===== config.mk =====
export PLATFORM = sky130hd
export DESIGN_NAME = fpu_denorm_sched_flat
export DESIGN_NICKNAME = d
export VERILOG_FILES = /design/src/rtl/fpu_denorm_sched_if.sv /design/src/rtl/fpu_denorm_sched.sv /design/src/flat_wrapper.sv
export SDC_FILE = /design/constraint.sdc
export NUM_CORES = 1
export LEC_CHECK = 0
export BUFFER_PORTS_ARGS = -buffer_cell sky130_fd_sc_hd__buf_4
export CAP_MARGIN = 20
export CORE_ASPECT_RATIO = 1.2
export CORE_UTILIZATION = 35
export DETAILED_ROUTE_END_ITERATION = 12
export GPL_ROUTABILITY_DRIVEN = 0
export MAX_ROUTING_LAYER = met4
export PLACE_DENSITY_LB_ADDON = 0.25
export SLEW_MARGIN = 5
export SYNTH_ARGS = -nofsm -noshare
export SYNTH_HDL_FRONTEND = slang
export SYNTH_SLANG_ARGS = --single-unit

===== constraint.sdc =====
create_clock -name rclk -period 2.1 [get_ports rclk]
set_input_delay 0.105 -clock rclk [delete_from_list [all_inputs] [get_ports rclk]]
set_output_delay 0.105 -clock rclk [all_outputs]
set_load 0.005 [all_outputs]

===== src/rtl/fpu_denorm_sched_if.sv =====
// Requester/result bundle for fpu_denorm_sched.
// The master side is the requesters and result consumer; the slave side is the scheduler.
interface fpu_denorm_sched_if #(
    parameter int WIDTH = 54
);
    logic             req0_vld;
    logic [WIDTH-1:0] req0_din1;
    logic [WIDTH-1:0] req0_din2;
    logic             req0_ack;
    logic             req1_vld;
    logic [WIDTH-1:0] req1_din1;
    logic [WIDTH-1:0] req1_din2;
    logic             req1_ack;
    logic             res_vld;
    logic             res_id;
    logic             res_nz;
    logic             res_denorm;
    logic             busy;

    modport master (
        output req0_vld, req0_din1, req0_din2,
        output req1_vld, req1_din1, req1_din2,
        input  req0_ack, req1_ack,
        input  res_vld, res_id, res_nz, res_denorm, busy
    );

    modport slave (
        input  req0_vld, req0_din1, req0_din2,
        input  req1_vld, req1_din1, req1_din2,
        output req0_ack, req1_ack,
        output res_vld, res_id, res_nz, res_denorm, busy
    );
endinterface


===== src/rtl/fpu_denorm_sched.sv =====
// Two-requester round-robin scheduler around a shared 3-bit slice-compare cell.
// Define FPU_DENORM_SCHED_EARLY_EXIT_EN to stop the MSB-first scan at the first non-zero slice.
module fpu_denorm_sched #(
    parameter int WIDTH = 54
) (
    input logic             rclk,
    input logic             arst_l,
    fpu_denorm_sched_if.slave bus
);
    localparam int NSLICE = WIDTH / 3;
    localparam int IDX_W  = (NSLICE > 1) ? $clog2(NSLICE) : 1;

    typedef enum logic [1:0] {ST_IDLE, ST_SCAN, ST_DONE} state_t;

    state_t             r_state;
    state_t             w_state_nxt;
    logic [IDX_W-1:0]   r_idx;
    logic [WIDTH-1:0]   r_din1;
    logic [WIDTH-1:0]   r_din2;
    logic               r_id;
    logic               r_found;
    logic               r_denorm;
    logic               r_last_grant;
    logic               r_ack0;
    logic               r_ack1;
    logic               r_res_vld;
    logic               r_res_id;
    logic               r_res_nz;
    logic               r_res_denorm;
    logic               r_busy;

    logic [2:0]         w_a;
    logic [2:0]         w_b;
    logic [2:0]         w_z;
    logic               w_nz;
    logic               w_dn;
    logic               w_last;
    logic               w_gnt0;
    logic               w_gnt1;
    logic               w_found_nxt;
    logic               w_denorm_nxt;

    assign w_a  = r_din1[3*r_idx +: 3];
    assign w_b  = r_din2[3*r_idx +: 3];
    assign w_z  = ~(w_a | w_b);
    assign w_nz = ~&w_z;
    assign w_dn = w_b[2] | (w_z[2] & w_b[1]) | (w_z[2] & w_z[1] & w_b[0]);

    // The first non-zero slice from the MSB decides the denorm flag; later slices are ignored.
    assign w_found_nxt  = r_found | w_nz;
    assign w_denorm_nxt = r_found ? r_denorm : w_dn;

`ifdef FPU_DENORM_SCHED_EARLY_EXIT_EN
    assign w_last = (r_idx == '0) || w_nz;
`else
    assign w_last = (r_idx == '0);
`endif

    // On a tie, the requester not granted last time wins.
    assign w_gnt0 = (r_state == ST_IDLE) && bus.req0_vld && (!bus.req1_vld || r_last_grant);
    assign w_gnt1 = (r_state == ST_IDLE) && bus.req1_vld && (!bus.req0_vld || !r_last_grant);

    always_comb begin
        w_state_nxt = r_state;
        case (r_state)
            ST_IDLE: if (w_gnt0 || w_gnt1) w_state_nxt = ST_SCAN;
            ST_SCAN: if (w_last) w_state_nxt = ST_DONE;
            ST_DONE: w_state_nxt = ST_IDLE;
            default: w_state_nxt = ST_IDLE;
        endcase
    end

    always_ff @(posedge rclk or negedge arst_l) begin
        if (!arst_l) begin
            r_state <= ST_IDLE;
        end else begin
            r_state <= w_state_nxt;
        end
    end

    always_ff @(posedge rclk or negedge arst_l) begin
        if (!arst_l) begin
            r_idx        <= IDX_W'(NSLICE - 1);
            r_din1       <= '0;
            r_din2       <= '0;
            r_id         <= 1'b0;
            r_found      <= 1'b0;
            r_denorm     <= 1'b0;
            r_last_grant <= 1'b1;
            r_ack0       <= 1'b0;
            r_ack1       <= 1'b0;
            r_res_vld    <= 1'b0;
            r_res_id     <= 1'b0;
            r_res_nz     <= 1'b0;
            r_res_denorm <= 1'b0;
            r_busy       <= 1'b0;
        end else begin
            r_busy    <= (w_state_nxt != ST_IDLE);
            r_ack0    <= w_gnt0;
            r_ack1    <= w_gnt1;
            r_res_vld <= (r_state == ST_SCAN) && w_last;
            case (r_state)
                ST_IDLE: begin
                    if (w_gnt0 || w_gnt1) begin
                        r_din1       <= w_gnt1 ? bus.req1_din1 : bus.req0_din1;
                        r_din2       <= w_gnt1 ? bus.req1_din2 : bus.req0_din2;
                        r_id         <= w_gnt1;
                        r_last_grant <= w_gnt1;
                        r_idx        <= IDX_W'(NSLICE - 1);
                        r_found      <= 1'b0;
                        r_denorm     <= 1'b0;
                    end
                end
                ST_SCAN: begin
                    r_found  <= w_found_nxt;
                    r_denorm <= w_denorm_nxt;
                    if (w_last) begin
                        r_res_id     <= r_id;
                        r_res_nz     <= w_found_nxt;
                        r_res_denorm <= w_found_nxt & w_denorm_nxt;
                    end else begin
                        r_idx <= r_idx - 1'b1;
                    end
                end
                default: ;
            endcase
        end
    end

    assign bus.req0_ack   = r_ack0;
    assign bus.req1_ack   = r_ack1;
    assign bus.res_vld    = r_res_vld;
    assign bus.res_id     = r_res_id;
    assign bus.res_nz     = r_res_nz;
    assign bus.res_denorm = r_res_denorm;
    assign bus.busy       = r_busy;
endmodule


===== src/flat_wrapper.sv =====
// flat-port wrapper written by rule: the top's interface ports become plain ports
module fpu_denorm_sched_flat 
#(
    parameter int WIDTH = 54
)
  (rclk, arst_l, bus_req0_vld, bus_req0_din1, bus_req0_din2, bus_req1_vld, bus_req1_din1, bus_req1_din2, bus_req0_ack, bus_req1_ack, bus_res_vld, bus_res_id, bus_res_nz, bus_res_denorm, bus_busy);
  fpu_denorm_sched_if #(.WIDTH(WIDTH)) bus_i ();
  input logic rclk;
  input logic arst_l;
  input wire logic [$bits(bus_i.req0_vld)-1:0] bus_req0_vld;
  input wire logic [$bits(bus_i.req0_din1)-1:0] bus_req0_din1;
  input wire logic [$bits(bus_i.req0_din2)-1:0] bus_req0_din2;
  input wire logic [$bits(bus_i.req1_vld)-1:0] bus_req1_vld;
  input wire logic [$bits(bus_i.req1_din1)-1:0] bus_req1_din1;
  input wire logic [$bits(bus_i.req1_din2)-1:0] bus_req1_din2;
  output wire logic [$bits(bus_i.req0_ack)-1:0] bus_req0_ack;
  output wire logic [$bits(bus_i.req1_ack)-1:0] bus_req1_ack;
  output wire logic [$bits(bus_i.res_vld)-1:0] bus_res_vld;
  output wire logic [$bits(bus_i.res_id)-1:0] bus_res_id;
  output wire logic [$bits(bus_i.res_nz)-1:0] bus_res_nz;
  output wire logic [$bits(bus_i.res_denorm)-1:0] bus_res_denorm;
  output wire logic [$bits(bus_i.busy)-1:0] bus_busy;
  assign bus_i.req0_vld = bus_req0_vld;
  assign bus_i.req0_din1 = bus_req0_din1;
  assign bus_i.req0_din2 = bus_req0_din2;
  assign bus_i.req1_vld = bus_req1_vld;
  assign bus_i.req1_din1 = bus_req1_din1;
  assign bus_i.req1_din2 = bus_req1_din2;
  assign bus_req0_ack = bus_i.req0_ack;
  assign bus_req1_ack = bus_i.req1_ack;
  assign bus_res_vld = bus_i.res_vld;
  assign bus_res_id = bus_i.res_id;
  assign bus_res_nz = bus_i.res_nz;
  assign bus_res_denorm = bus_i.res_denorm;
  assign bus_busy = bus_i.busy;
  fpu_denorm_sched #(.WIDTH(WIDTH)) u_core (.rclk(rclk), .arst_l(arst_l), .bus(bus_i));
endmodule

==> results of run 1 <==
[final timing paths]
| check | to | cells past startpoint | slack, ns | from |
|---|---|---|---|---|
| min in group asynchronous | u_core.bus.req0_ack | 2 | 0.26 | arst_l |
| worst max-delay path | u_core.r_found | 7 | -0.22 | u_core.r_idx[0] |
| worst max register to register | u_core.r_found | 7 | -0.22 | u_core.r_idx[0] |
| worst min-delay path | u_core.r_din2[45] | 3 | 0.03 | bus_req1_din2[45] |
| worst min register to register | u_core.bus.res_id | 2 | 0.48 | u_core.r_id |
| max in group asynchronous | u_core.r_idx[0] | 3 | 1.16 | arst_l |
[registers in the layout (all words and copies together) (netlist names)]
register / flops
u_core.r_last_grant: 1
u_core.bus.req0_ack: 1
u_core.r_found: 1
u_core.r_id: 1
u_core.bus.res_denorm: 1
u_core.r_state: 2
u_core.r_denorm: 1
u_core.bus.res_vld: 1
u_core.r_din2: 54
u_core.bus.req1_ack: 1
u_core.bus.busy: 1
u_core.bus.res_nz: 1
u_core.bus.res_id: 1
u_core.r_din1: 54
u_core.r_idx: 5
[stage by stage]
stage	setup TNS [ns]	total power [mW]	hold WS [ns]
finish	-0.803	13.2	0.0288
floorplan	-0.0413	7.90	-0.191
global route	-1.27	14.1	0.00662
detailed placement	-1.20	9.73	0.140
global placement	-0.759	9.68	0.140
CTS	-0.833	13.2	0.00387
[report_power, final]
group | internal (mW) | switching (mW) | leakage, nW
clock | 1.84 | 1.03 | 0.274
combinational | 2.97 | 2.68 | 3.65
sequential | 3.71 | 0.941 | 1.48
total | 8.51 | 4.64 | 5.41
[metal layers]
metal / vias up / part of all wire
li1: 3507 / -
met1: 3344 / 0.41
met2: 241 / 0.51
met3: 59 / 0.040
met4: 0 / 0.035
met5: - / 0
[repair_timing]
action / CTS / global route
pin swaps: 5 / 4
resized for setup: 10 / 7
setup endpoints to repair: 5 / 9
buffers inserted: 3 / 1
hold buffers: 218 / 0
endpoints found under the hold margin: 168 / 0
[cell type report]
cell class | instances | area (um2) | area share
multi-input cells | 573 | 3170 | 0.277
diodes | 1 | 2.50 | 0.000218
well taps | 252 | 315 | 0.0275
flip-flops and latches | 126 | 3160 | 0.276
repair buffers | 478 | 4230 | 0.369
clock inverters | 8 | 118 | 0.0103
clock buffers | 22 | 444 | 0.0387
inverters | 6 | 25.0 | 0.00218
[cells in the final DEF (no fill, tap or decap), types with 3 or more instances in the layout]
master	n
nor2_1	122
buf_6	3
mux4_2	9
a31oi_1	111
mux2_2	3
dlygate4sd3_1	218
buf_4	250
mux4_1	4
nand3_1	3
mux2i_1	29
clkbuf_16	17
bufinv_16	3
nand2_2	3
dfrtp_1	123
a22oi_1	9
nand2_1	235
clkinv_2	4
buf_12	6
a21oi_1	8
clkbuf_1	5
inv_1	3
nor2b_1	5
[worst max-delay path, cell delays in order, from the launching register on]
cell	delay [ns]
dfstp_4	0.64
buf_12	0.12
mux4_1	0.55
mux2_2	0.29
nand2_1	0.09
o2111ai_2	0.14
and4bb_1	0.31
a21oi_1	0.07
[cells by family after synthesis]
kind of cell             count (synthesis)  synth area share
AND/OR/NAND/NOR                        383             0.229
multiplexers                            46            0.0995
adder cells (fa/ha/maj)                  2           0.00380
XOR/XNOR                                 3           0.00400
flip-flops                             126             0.480
buffers and inverters                   63            0.0464
AO/OA/AOI/OAI                          139             0.138
==> out/summary.txt, run 1 <==
result of the run: finished with violations
violations in the final reports: negative setup slack
pin count of the biggest net entering global routing: 154
number of buffers created by CTS: 17
net count of the finished layout: 1,424
Core ar.: 0.0183 mm2
worst-path fanout max: 4
Util after Layout: 0.626
headroom to the max-slew limit: 0.438
remaining global-route overflow: 0
initial core utilization: 0.359
maximum resistive drop on vdd: 693 uV
number of max-capacitance violations reported: 0
count of unresolved DRC violations after routing: 0
CTS tree: done
minimum clock period: 2.32 ns
buffer type at the clock tree root: clkbuf_16
die width: 127 um
Synthesis Warnings: 0
final clock skew: 0.00958 ns
number of enable-type register cells in the synthesized netlist: 0
Layout fillers: 1,469
Slew Limit Fails: 0
Syn Area/Cell: 8.63 um2
combined area of all synthesized cells: 0.00658 mm2
startpoint class of the critical path: register
cells taking the most area after synthesis: dfrtp_1, nand2_1, a31oi_1
power density of the placed cells: 1150 mW/mm2
top-level port count: 227
Highest Clock Rate: 430 MHz
fraction of the cycle the final worst path needs: 1.11
class of the tightest hold or removal check: primary input to register
Detail Route Antenna Nets: 0
clock slew at the register clock pins of the worst setup and hold paths: 0.06 ns
Port Buffers: 226
proportion of layout cells with a drive suffix above 1: 0.264
library cell with the largest summed area after synthesis: dfrtp_1
Cells after DPL: 1,213
Post-Syn Nets: 984
routed vias: 7,151
# rows: 54
setup repair after global routing missed its margin: yes
routed wirelength normalized by instance count: 15.9 um
pre-CTS WS: -0.351 ns
buffer depth of the longest clock path: 2
cell count after synthesis: 762
drt first-iter violations: 426
category of the worst setup path capture point: register
total track usage: 0.254
detailed-routing iteration count for the pre-antenna-repair pass: 4
number of clock sinks: 126
Die ar.: 0.0193 mm2
worst setup slack after layout: -0.223 ns
asr flop ratio synth: 1.00
M2 GR Usage: 0.430
area delta synth->final: 74.3%
y dimension of the die: 152 um
Synth Flop Type: dfrtp_1
Least-Margin Pin Slew: 0.835 ns
Detailed Route WL: 23,300 um
critical path class: register to register
top-count cell post-synth: nand2_1
Netlist cell types: 42
clock network latency to the later pin of the worst-skew pair: 0.42 ns
most heavily used metal layer in global routing: met2
reported leakage power: 5.41 nW
met1 routing resource usage after global routing: 0.296
Vias/cell: 4.88
share of synthesized area occupied by flip-flops and latches: 0.480
placed wire-length estimate after detailed placement: 14,400 um
WP data required: 2.40 ns
# setup viols final: 4
post-placement cell area: 0.00863 mm2
final hold violation count: 0
CP arrival: 2.63 ns
final non-filler cell total: 1,466
via count of the first global-routing pass: 7,430
top cell type's share of synthesized area: 0.468
antenna violations before repair: 1
Clock H-tree levels: 4
wire length of the first global-routing pass: 37,000 um
met3 track demand over resource: 0.0407
post-synthesis register bit count: 126
design area: 0.0115 mm2
top cells by count, synth: nand2_1, dfrtp_1, nor2_1
Note: power is estimated with default switching activity, not from simulation.
==> inputs of run 2 (changes only) <==
Clock period 2.1 ns to 2.7 ns, I/O delays scaled along.
==> out/summary.txt, run 2 (synthesis gave the netlist of run 1 again) <==
post-placement cell area: 0.00851 mm2 (-1.3%)
y dimension of the die: 152 um (unchanged)
worst-path fanout max: 15 (+11)
most common cell after layout, fill and taps aside: nand2_1
total track usage: 0.250 (-0.00357)
startpoint class of the critical path: register
Least-Margin Pin Slew: 0.760 ns (-0.0747 ns)
count of cells along the worst register-to-register path: 6 (-1)
# setup viols final: 0 (-4)
initial core utilization: 0.359 (unchanged)
Layout fillers: 1,490 (+1.4%)
via count of the first global-routing pass: 7,347 (-1.1%)
pin count of the biggest net entering global routing: 111 (-28%)
combined area of the multi-input logic cells: 0.00315 mm2 (-0.75%)
top-level port count: 227 (unchanged)
design area: 0.0113 mm2 (-1.8%)
placed wire-length estimate after detailed placement: 14,200 um (-1.9%)
Highest Clock Rate: 394 MHz (-8.4%)
most frequent cells in the layout: nand2_1, buf_4, dlygate4sd3_1
slowest stage delay, CP: 0.77 ns (+0.13 ns)
Reg area: 0.00316 mm2 (-0.12%)
area delta synth->final: 71.2%
ordered cell list for the critical path: buf_12, mux4_1, mux2i_1, o221a_2, nor2_1, o41ai_1
routed wirelength normalized by instance count: 16.0 um (+0.81%)
number of max-capacitance violations reported: 0 (unchanged)
Clock H-tree levels: 4 (unchanged)
slack of the worst reg-to-reg path: 0.16 ns (+0.39 ns)
hold depth: 3 (unchanged)
number of clock sinks: 126 (unchanged)
headroom to the max-slew limit: 0.488 (+0.0504)
wire length of the first global-routing pass: 36,700 um (-0.73%)
remaining global-route overflow: 0 (unchanged)
final hold violation count: 0 (unchanged)
power density of the placed cells: 1030 mW/mm2 (-10%)
maximum resistive drop on vdd: 566 uV (-18%)
CTS tree: done
count of unresolved DRC violations after routing: 0 (unchanged)
fraction of the cycle the final worst path needs: 0.939 (-0.167)
Port Buffers: 226 (unchanged)
detailed-routing iteration count for the pre-antenna-repair pass: 6 (+2)
Vias/cell: 4.99 (+2.4%)
critical path class: register to register
clock slew at the register clock pins of the worst setup and hold paths: 0.06 ns (about the same)
drt first-iter violations: 396 (-7.0%)
die width: 127 um (unchanged)
number of buffers added for setup after CTS: 0 (-3)
category of the worst setup path capture point: register
minimum clock period: 2.54 ns (+0.212 ns)
reported leakage power: 5.32 nW (-1.6%)
Detail Route Antenna Nets: 0 (unchanged)
ant diodes: 0 (-1)
clock network latency to the later pin of the worst-skew pair: 0.43 ns (about the same)
# rows: 54 (unchanged)
buffer depth of the longest clock path: 2 (unchanged)
CP arrival: 2.84 ns (+0.21 ns)
class of the tightest hold or removal check: primary input to register
WP data required: 3.01 ns (+0.61 ns)
buffer type at the clock tree root: clkbuf_16
Slowest cell on crit path: dfstp_2
setup repair after global routing missed its margin: no
Core ar.: 0.0183 mm2 (unchanged)
Die ar.: 0.0193 mm2 (unchanged)
number of buffers created by CTS: 17 (unchanged)
proportion of layout cells with a drive suffix above 1: 0.250 (-0.0134)
net count of the finished layout: 1,395 (-2.0%)
result of the run: completed
final-layout setup total negative slack: 0 ns (+0.803 ns)
Slew Limit Fails: 0 (unchanged)
final clock skew: 0.0119 ns (+0.00235 ns)
antenna violations before repair: 0 (-1)
routed vias: 7,180 (+0.41%)
largest registers ranked by flip-flop count: u_core.r_din1 (54), u_core.r_din2 (54), u_core.r_idx (5)
Detailed Route WL: 23,000 um (-1.1%)
Util after Layout: 0.615 (-0.0111)
final hold slack: 0.00227 ns (-0.0266 ns)
-- run 2: cell count changes in the layout (fill, tap and decap cells not counted), moves of 5 or more --
cell / change
clkbuf_1: -5
buf_4: -13
dlygate4sd3_1: -12
clkbuf_8: +5
-- run 2: layout make-up --
cell class	count	share of cell area
flip-flops and latches	126	0.280
clock inverters	10	0.0161
repair buffers	448	0.350
inverters	6	0.00211
well taps	252	0.0280
multi-input cells	574	0.279
clock buffers	22	0.0439
-- run 2: worst max-delay path: cells and delay by family, from the launching register on --
kind            cells  cell delay [ns]
flops               1             0.77
simple gates        1             0.05
compound gates      2             0.56
mux                 2             0.81
buf+inv             1             0.21
-- run 2: per-layer routing --
| layer | global-route usage | vias to the layer above | share of wire |
|---|---|---|---|
| met4 | 0.0845 | 0 | 0.025 |
| met2 | 0.422 | 229 | 0.51 |
| met5 | - | - | 0 |
| li1 | - | 3456 | - |
| met1 | 0.303 | 3449 | 0.43 |
| met3 | 0.0428 | 46 | 0.038 |
-- run 2: repair_timing --
item | in CTS | in global routing
resized for setup | 0 | 1
endpoints found under the setup margin | 0 | 28
endpoints found under the hold margin | 142 | 0
hold buffers | 206 | 0
-- run 2: power breakdown --
group	switching, mW	internal, mW
registers	0.789	2.88
logic	2.17	3.14
clock network	0.856	1.76
-- run 2: worst paths after layout --
check	start	endpoint
worst max-delay path	u_core.r_idx[0]	u_core.r_denorm
worst min-delay path	bus_req1_din2[9]	u_core.r_din2[9]
worst max register to register	u_core.r_idx[0]	u_core.r_denorm
worst min register to register	u_core.bus.res_id	u_core.bus.res_id
max in group asynchronous	arst_l	u_core.r_idx[4]
min in group asynchronous	arst_l	u_core.r_din2[33]
-- run 2: through the flow --
step	std cells	setup slack (ns)	total power [mW]
2_1_floorplan	762	0.443	6.10
3_3_place_gp	1199	0.301	7.36
3_5_place_dp	1199	0.176	7.38
4_1_cts	1437	0.105	11.5
5_1_grt	1438	0.0179	12.4
6_report	1438	0.165	11.6
